### src/rtl/l1_mem_arbiter_if.sv
// Cache-side and RAM-side bus of the L1 memory arbiter.
// Handshake: each cache holds its request level until it sees a one-cycle done pulse; read data is valid in that cycle.
interface l1_mem_arbiter_if #(
   parameter int LINE_W = 256,
   parameter int IDX_W  = 12
);
   logic              i_req_read;
   logic [31:0]       i_req_addr;
   logic              i_read_done;
   logic [LINE_W-1:0] i_read_data;
   logic              d_req_read;
   logic              d_req_write;
   logic [31:0]       d_req_addr;
   logic [LINE_W-1:0] d_write_data;
   logic              d_read_done;
   logic              d_write_done;
   logic [LINE_W-1:0] d_read_data;
   logic              ram_en;
   logic              ram_we;
   logic [IDX_W-1:0]  ram_addr;
   logic [LINE_W-1:0] ram_din;
   logic [LINE_W-1:0] ram_dout;

   // Arbiter side.
   modport slave (
      input  i_req_read, i_req_addr, d_req_read, d_req_write, d_req_addr,
             d_write_data, ram_dout,
      output i_read_done, i_read_data, d_read_done, d_write_done, d_read_data,
             ram_en, ram_we, ram_addr, ram_din
   );

   // Cache and RAM side.
   modport master (
      output i_req_read, i_req_addr, d_req_read, d_req_write, d_req_addr,
             d_write_data, ram_dout,
      input  i_read_done, i_read_data, d_read_done, d_write_done, d_read_data,
             ram_en, ram_we, ram_addr, ram_din
   );
endinterface

### src/rtl/l1_mem_arbiter.sv
// Round-robin arbiter between the I- and D-cache line requests onto one single-port line RAM.
// Reads wait out the fixed RAM latency; every transaction ends with a DONE cycle carrying the done pulse.
module l1_mem_arbiter #(
   parameter int LINE_W  = 256,
   parameter int IDX_W   = 12,
   parameter int RAM_LAT = 2
) (
   input  logic            sys_clk,
   input  logic            rst_n,
   l1_mem_arbiter_if.slave bus,
   output logic [1:0]      state_dbg
);

   typedef enum logic [1:0] {
      IDLE    = 2'd0,
      RD_WAIT = 2'd1,
      WR      = 2'd2,
      DONE    = 2'd3
   } state_t;

   localparam logic [2:0] CNT_INIT = 3'(RAM_LAT - 1);

   state_t            state_q;
   state_t            state_d;
   logic [2:0]        cnt_q;
   logic              gnt_d_q;
   logic              gnt_wr_q;
   logic [IDX_W-1:0]  idx_q;
   logic [LINE_W-1:0] wdata_q;
   logic              last_d_q;
   logic [LINE_W-1:0] i_rd_q;
   logic [LINE_W-1:0] d_rd_q;

   logic              i_pend;
   logic              d_pend;
   logic              pick_d;
   logic              grant;
   logic              grant_wr;
   logic [IDX_W-1:0]  grant_idx;
   logic              unused_addr_bits;

   assign unused_addr_bits = ^{bus.i_req_addr[31:IDX_W+5], bus.i_req_addr[4:0],
                               bus.d_req_addr[31:IDX_W+5], bus.d_req_addr[4:0]};

   // On a tie the client that was not served last wins; last_d_q resets to I so D takes the first tie.
   always_comb begin
      i_pend    = bus.i_req_read;
      d_pend    = bus.d_req_read | bus.d_req_write;
      pick_d    = d_pend && (!i_pend || !last_d_q);
      grant     = rst_n && (state_q == IDLE) && (i_pend || d_pend);
      grant_wr  = pick_d && bus.d_req_write;
      grant_idx = pick_d ? bus.d_req_addr[IDX_W+4:5] : bus.i_req_addr[IDX_W+4:5];
   end

   // State register.
   always_ff @(posedge sys_clk) begin
      if (!rst_n) state_q <= IDLE;
      else        state_q <= state_d;
   end

   // Next-state logic.
   always_comb begin
      state_d = state_q;
      case (state_q)
         IDLE:    if (grant) state_d = grant_wr ? WR : RD_WAIT;
         RD_WAIT: if (cnt_q == 3'd0) state_d = DONE;
         WR:      state_d = DONE;
         DONE:    state_d = IDLE;
         default: state_d = IDLE;
      endcase
   end

   // Transaction latches, latency counter and per-client read data.
   always_ff @(posedge sys_clk) begin
      if (!rst_n) begin
         cnt_q    <= 3'd0;
         gnt_d_q  <= 1'b0;
         gnt_wr_q <= 1'b0;
         idx_q    <= '0;
         wdata_q  <= '0;
         last_d_q <= 1'b0;
         i_rd_q   <= '0;
         d_rd_q   <= '0;
      end else begin
         if (grant) begin
            gnt_d_q  <= pick_d;
            gnt_wr_q <= grant_wr;
            idx_q    <= grant_idx;
            last_d_q <= pick_d;
            cnt_q    <= CNT_INIT;
            if (grant_wr) wdata_q <= bus.d_write_data;
         end
         if (state_q == RD_WAIT) begin
            if (cnt_q == 3'd0) begin
               if (gnt_d_q) d_rd_q <= bus.ram_dout;
               else         i_rd_q <= bus.ram_dout;
            end else begin
               cnt_q <= cnt_q - 3'd1;
            end
         end
      end
   end

   // Outputs: read enable only in the grant cycle, write enable only in WR, done only in DONE.
   always_comb begin
      bus.ram_en       = (grant && !grant_wr) || (state_q == WR);
      bus.ram_we       = (state_q == WR);
      bus.ram_addr     = '0;
      bus.ram_din      = '0;
      if (state_q == WR) begin
         bus.ram_addr = idx_q;
         bus.ram_din  = wdata_q;
      end else if (grant) begin
         bus.ram_addr = grant_idx;
      end
      bus.i_read_done  = (state_q == DONE) && !gnt_d_q && !gnt_wr_q;
      bus.d_read_done  = (state_q == DONE) && gnt_d_q && !gnt_wr_q;
      bus.d_write_done = (state_q == DONE) && gnt_wr_q;
      bus.i_read_data  = i_rd_q;
      bus.d_read_data  = d_rd_q;
      state_dbg        = state_q;
   end

endmodule

### src/flat_wrapper.sv
// flat-port wrapper written by rule: the top's interface ports become plain ports
module l1_mem_arbiter_flat 
#(
   parameter int LINE_W  = 256,
   parameter int IDX_W   = 12,
   parameter int RAM_LAT = 2
)
  (sys_clk, rst_n, state_dbg, bus_i_req_read, bus_i_req_addr, bus_d_req_read, bus_d_req_write, bus_d_req_addr, bus_d_write_data, bus_ram_dout, bus_i_read_done, bus_i_read_data, bus_d_read_done, bus_d_write_done, bus_d_read_data, bus_ram_en, bus_ram_we, bus_ram_addr, bus_ram_din);
  l1_mem_arbiter_if #(.LINE_W(LINE_W), .IDX_W(IDX_W)) bus_i ();
  input  logic sys_clk;
  input  logic rst_n;
  output logic [1:0] state_dbg;
  input wire logic [$bits(bus_i.i_req_read)-1:0] bus_i_req_read;
  input wire logic [$bits(bus_i.i_req_addr)-1:0] bus_i_req_addr;
  input wire logic [$bits(bus_i.d_req_read)-1:0] bus_d_req_read;
  input wire logic [$bits(bus_i.d_req_write)-1:0] bus_d_req_write;
  input wire logic [$bits(bus_i.d_req_addr)-1:0] bus_d_req_addr;
  input wire logic [$bits(bus_i.d_write_data)-1:0] bus_d_write_data;
  input wire logic [$bits(bus_i.ram_dout)-1:0] bus_ram_dout;
  output wire logic [$bits(bus_i.i_read_done)-1:0] bus_i_read_done;
  output wire logic [$bits(bus_i.i_read_data)-1:0] bus_i_read_data;
  output wire logic [$bits(bus_i.d_read_done)-1:0] bus_d_read_done;
  output wire logic [$bits(bus_i.d_write_done)-1:0] bus_d_write_done;
  output wire logic [$bits(bus_i.d_read_data)-1:0] bus_d_read_data;
  output wire logic [$bits(bus_i.ram_en)-1:0] bus_ram_en;
  output wire logic [$bits(bus_i.ram_we)-1:0] bus_ram_we;
  output wire logic [$bits(bus_i.ram_addr)-1:0] bus_ram_addr;
  output wire logic [$bits(bus_i.ram_din)-1:0] bus_ram_din;
  assign bus_i.i_req_read = bus_i_req_read;
  assign bus_i.i_req_addr = bus_i_req_addr;
  assign bus_i.d_req_read = bus_d_req_read;
  assign bus_i.d_req_write = bus_d_req_write;
  assign bus_i.d_req_addr = bus_d_req_addr;
  assign bus_i.d_write_data = bus_d_write_data;
  assign bus_i.ram_dout = bus_ram_dout;
  assign bus_i_read_done = bus_i.i_read_done;
  assign bus_i_read_data = bus_i.i_read_data;
  assign bus_d_read_done = bus_i.d_read_done;
  assign bus_d_write_done = bus_i.d_write_done;
  assign bus_d_read_data = bus_i.d_read_data;
  assign bus_ram_en = bus_i.ram_en;
  assign bus_ram_we = bus_i.ram_we;
  assign bus_ram_addr = bus_i.ram_addr;
  assign bus_ram_din = bus_i.ram_din;
  l1_mem_arbiter #(.LINE_W(LINE_W), .IDX_W(IDX_W), .RAM_LAT(RAM_LAT)) u_core (.sys_clk(sys_clk), .rst_n(rst_n), .bus(bus_i), .state_dbg(state_dbg));
endmodule
### config.mk
export PLATFORM = sky130hd
export DESIGN_NAME = l1_mem_arbiter_flat
export DESIGN_NICKNAME = d
export VERILOG_FILES = /design/src/rtl/l1_mem_arbiter_if.sv /design/src/rtl/l1_mem_arbiter.sv /design/src/flat_wrapper.sv
export SDC_FILE = /design/constraint.sdc
export NUM_CORES = 2
export LEC_CHECK = 0
export ABC_AREA = 1
export ABC_CLOCK_PERIOD_IN_PS = 2400
export BUFFER_PORTS_ARGS = -buffer_cell sky130_fd_sc_hd__buf_2
export CAP_MARGIN = 25
export CORE_AREA = 2 2 530 532
export DETAILED_ROUTE_END_ITERATION = 7
export DIE_AREA = 0 0 532 534
export GPL_TIMING_DRIVEN = 0
export HOLD_SLACK_MARGIN = 0.06
export PLACE_DENSITY_LB_ADDON = 0.3
export RECOVER_POWER = 100
export REMOVE_ABC_BUFFERS = 1
export SLEW_MARGIN = 20
export SYNTH_ARGS = -nofsm -noshare
export SYNTH_HDL_FRONTEND = slang
export SYNTH_SLANG_ARGS = --single-unit
### constraint.sdc
create_clock -name sys_clk -period 2.4 [get_ports sys_clk]
set_input_delay 0.36 -clock sys_clk [delete_from_list [all_inputs] [get_ports sys_clk]]
set_output_delay 0.36 -clock sys_clk [all_outputs]
set_load 0.01 [all_outputs]
Word level (Yosys, flattened, before mapping). Index checks and enable logic that the tools add are counted.

Flip-flop bits (word level): 787. Output and inout port bits: 787. Word-level logic and storage cells: 50.

Add/subtract/negate cells: 1. Equal/unequal tests: 5. Muxes and demuxes: 11. Bitwise logic cells: 2. Reduce and logical (&&, ||, !) cells: 23.

Operator list (number): 256-bit two-way mux (1); 12-bit two-way mux (3); 1-bit logical AND (10); 3-bit two-way mux (3); 2-bit case mux with 4 select lines (1); 2-bit two-way mux (3); 3-bit AND reduction (2); 2-bit == test (second input constant) (2); 1-bit zero test (4); 2-bit by 1-bit != test with 1-bit output (second input constant) (2); 2-bit AND reduction (2); 3-bit zero test (1); 1-bit logical OR (3); 3-bit by 1-bit subtractor with 3-bit output (second input constant) (1); 2-bit by 1-bit == test with 1-bit output (second input constant) (1); 2-bit zero test (1); 1-bit NOT (1); 1-bit OR (1).

Logic depth before layout (Yosys ltp).
Depth after elaboration: 7. Mapped depth: 11. Mapped depth without buffers: 9.

Least setup slack after synthesis. No wires, ideal clock.

Path type: register to output. Start: register u_core.state_q[0], in the netlist u_core.state_dbg[0]. End: output bus_ram_din[158]. Arrival time: 1676 ps. Slack: 364 ps. Cell stages (with the launch flop): 8. Buffers on the path: 3. Cell sequence: dfxtp_1 inv_1 ha_1 clkbuf_1 clkbuf_1 clkbuf_1 nand2_1 inv_1.

Cells in the longest elaborated chain, start to end: 2.

RTL lines: start, declared (RTL line l1_mem_arbiter.sv:23) `state_t state_q;`; start signal, assigned (RTL line l1_mem_arbiter.sv:58) `else state_q <= state_d;`; 2-bit == test; net bus_ram_we (RTL line flat_wrapper.sv:26) `output wire logic [$bits(bus_i.ram_we)-1:0] bus_ram_we;`; 256-bit two-way mux (RTL line l1_mem_arbiter.sv:110) `if (state_q == WR) begin`; end, declared (RTL line flat_wrapper.sv:28) `output wire logic [$bits(bus_i.ram_din)-1:0] bus_ram_din;`.

The timed path passes the listed nets, and every way through them passes these cells.

Worst setup path after layout.
Start: register u_core.state_q[0], in the netlist u_core.state_dbg[0]. End: output bus_ram_din[215].

Cells in the longest elaborated chain, start to end: 2.

RTL lines (RTL line): 2-bit == test (l1_mem_arbiter.sv:110); 256-bit two-way mux (l1_mem_arbiter.sv:110).

Every way passes these cells.

==> flow_summary_export.csv <==
group,metric,value,unit
status,status,"finished with violations",
status,violations,"setup timing",
critical_path,worst_path_max_delay_cell,"dfxtp_4",
timing,skew,35.60,ps
global_route,grt_pass1_vias,35440,
pwr,power_density,926.0,mW/mm²
critical_path,startpoint,"u_core.state_dbg[0]$_SDFFE_PN0P_",
min_path,min_from,"rst_n",
place,dpl.cell_count,8866,
cts,clkTransAtPathRegs,60,ps
critical_path,cp_max_fo,8,
run,drv_cap,0,
critical_path,critPathTopFamily,"buffers and inverters",
global_route,antenna_found_initial,60,
routing,vias,35530,
place,place_congestion,0.9250,
cts,cts_root_buffer,"clkbuf_16",
critical_path,critPathKind,"register to output port",
critical_path,path_buf_inv,6,
global_route,busiest_layer,"met2",
synth,seq_area_frac_synth,52.24,%
critical_path,startpoint_type,"register",
place,numPortBuffers,1327,
global_route,grt_max_degree,138,
synth,ys_seq_elements,787,
place,hpwl,130300,µm
routing,final_antenna_net_count,0,
critical_path,path_cells,"inv_4 > ha_4 > buf_16 > buf_16 > clkbuf_16 > nand2_2 > inv_2 > buf_6",
synth,syn-cell-area,0.03016,mm²
timing,setup_tns,-56630,ps
timing,fin_crit_sh,112.0,%
critical_path,crit_arrival,2330,ps
critical_path,end_kind,"output port",
synth,ys_warn_count,0,
critical_path,cp.required,2040,ps
layout,fin_util,19.36,%
global_route,grt.met3_usage,3.765,%
routing,drt-initial-drc-count,1928,
cts,cts.sinks,787,
critical_path,r2r_start,"u_core.cnt_q[1]$_SDFF_PN0_",
routing,drc,0,
die,start_util,10.83,%
synth,yosysTopAreaCellShare,52.24,%
timing,finalHoldViolCount,0,
critical_path,crit_top_cell,"buf_16",
synth,yosysTopAreaCell,"dfxtp_1",
cts,cts_buffers,103,
pwr,power,49.91,mW
global_route,grt_overflow,0,
layout,multi_input_area,0.01203,mm²
global_route,grt.met2_usage,24.42,%
synth,ys_types,25,
layout,finalNonFillerCells,9767,
min_path,hold_path.class,"input pin to register",
layout,nFillCells,31540,
cts,clock_latency,800,ps
timing,drv_slew,0,
synth,synth_area_leaders,"dfxtp_1 (52%), a21oi_1 (8.8%), o21ai_0 (8.6%)",
layout,synthToLayoutAreaGrowth,78.71,%
layout,layout-drive-gt1-share,23.18,%
routing,wire_per_inst,20.56,µm
timing,fmax,372.0,MHz
die,core,0.2784,mm²
global_route,grt_pass1_wl,270600,µm
synth,syn-instance-count,4086,
layout,fin_nets,6522,
die,die_x,532,µm
timing,setup_viol_count_final,467,
timing,worst_pin_slew,852.2,ps
global_route,met1_usage,13.82,%
die,io_pins,1368,
routing,routed_wl,200800,µm
die,placementRows,194,
timing,rsz0062_at_grt,"yes",
timing,fin_crit,2688,ps
pwr,p_leak,23.48,nW
routing,via_per_inst,3.638,
global_route,track_usage,13.13,%
cts,cts_buffer_depth,4,
pwr,vdd_ir_drop_max,497.3,µV
synth,syn_avg_cell_area,7.381,µm²
critical_path,max_stage_delay,360,ps
timing,relSlewSlack,43.18,%
layout,seqCellArea,0.01576,mm²
die,die_area,0.2841,mm²
die,dieHeight,534,µm
routing,drt-pass1-iter-count,5,
timing,setup_ws,-288.0,ps
cts,tritoncts,"built",
cts,h-tree-depth,3,
==> routing by layer <==
layer	vias up	wire length [µm]	part of all wire, %
li1	16710	-	-
met1	16960	73930	37
met2	1501	103300	51
met3	345	14990	7.5
met4	10	8557	4.3
met5	-	75	0.037
==> synth_stat cells, drive strengths merged <==
cell    number
buf        121
a21oi      528
a21boi       1
a31oi        2
nor3         3
clkinv       1
xor2         1
clkbuf     198
inv        542
dfxtp      787
nand2      564
o21ai      526
nand3b      12
o21bai       1
ha           7
nand3      275
nor2       517
==> worst paths after layout <==
check / depth (start not counted) / end / slack, ps
max: 8 / bus_ram_din[215] / -290
min: 3 / u_core.wdata_q[66]$_SDFFE_PN0P_ / 150
max reg2reg: 15 / u_core.bus.d_read_data[106]$_SDFFE_PN0P_ / -240
min reg2reg: 2 / u_core.bus.d_read_data[49]$_SDFFE_PN0P_ / 440
==> flip-flops by register name, indices dropped and copies added, names as in the netlist <==
name and cells:
u_core.bus.d_read_data 256, u_core.bus.i_read_data 256, u_core.wdata_q 256, u_core.idx_q 12, u_core.cnt_q 3, u_core.state_dbg 2
u_core.gnt_d_q 1, u_core.gnt_wr_q 1
==> what timing repair did <==
action | 4_1_cts | 5_1_grt
endpoints found under the setup margin | 925 | 796
gates resized for setup | 211 | 380
gates cloned | 57 | 22
setup buffers | 57 | 11
hold endpoints to repair | 780 | 0
hold buffers | 548 | 0
pin swaps | 18 | 49
==> final cells by class <==
| cell class | instances | area share [%] |
|---|---|---|
| repair inverters | 6 | 0.1579 |
| clock buffers | 145 | 5.335 |
| well taps | 3724 | 8.645 |
| multi-input cells | 2438 | 22.32 |
| inverters | 543 | 3.986 |
| repair buffers | 2055 | 29.30 |
| flip-flops and latches | 787 | 29.25 |
| clock inverters | 32 | 0.8334 |
| diodes | 37 | 0.1718 |
==> cells in the final DEF, fill, tap and decap left out, types with 4 or more instances in the layout <==
cell type | Yosys | routed
dfxtp_1 | 787 | 784
buf_2 | 89 | 702
dlygate4sd3_1 | 0 | 546
clkbuf_1 | 198 | 544
a21oi_1 | 528 | 527
nor2_1 | 517 | 513
o21ai_0 | 520 | 505
inv_1 | 538 | 465
nand2_1 | 562 | 436
nand3_1 | 274 | 261
clkbuf_16 | 0 | 122
buf_6 | 2 | 114
inv_2 | 4 | 60
nand2_2 | 2 | 58
nand2_4 | 0 | 55
buf_16 | 0 | 49
buf_4 | 24 | 47
diode_2 | 0 | 37
bufbuf_16 | 0 | 25
buf_12 | 0 | 21
nand2_8 | 0 | 16
clkbuf_8 | 0 | 14
clkinv_2 | 0 | 13
nand3b_1 | 12 | 12
nand3_4 | 0 | 11
buf_8 | 0 | 10
inv_4 | 0 | 9
o21ai_2 | 0 | 9
o21ai_1 | 6 | 9
inv_6 | 0 | 9
bufinv_16 | 0 | 9
clkinv_4 | 0 | 6
clkbuf_2 | 0 | 5
nor2_2 | 0 | 4
ha_1 | 7 | 4
==> where the power goes <==
group / total [mW] / internal [mW] / switching (mW)
Combinational: 17.0 / 6.38 / 10.7
Sequential: 17.2 / 15.7 / 1.47
Clock: 15.7 / 9.28 / 6.40
==> worst register-to-register path: stages, from the launching register on <==
cell	delay (ps)
dfxtp_1	310
inv_1	80
ha_1	150
nand2_1	120
inv_1	100
nand3_1	160
buf_12	180
buf_16	140
buf_16	140
buf_16	130
buf_16	140
buf_16	160
buf_16	170
bufbuf_16	330
o21ai_0	140
a21oi_1	60
==> metrics by stage <==
| stage | area, µm² | hold WS (ps) | setup WS, ps |
|---|---|---|---|
| finish | 53900 | 154.7 | -288.0 |
| global route | 53850 | 130.2 | -379.3 |
| CTS | 52780 | 94.79 | -434.9 |
| detailed placement | 41140 | 432.9 | -2750 |
| global placement | 40050 | 430.4 | -44630 |
| floorplan | 28750 | 441.3 | -11610 |
==> cells by family after synthesis <==
logic type / count (synthesis) / synth area share (%)
DFF: 787 / 52.24
and+or+nand+nor: 1371 / 18.42
AOI/OAI and AO/OA: 1058 / 17.58
adders and majority gates: 7 / 0.2904
xor gates and xnor gates: 1 / 0.02904
buffers and inverters: 862 / 11.45
Note: power is estimated with default switching activity, not from simulation.
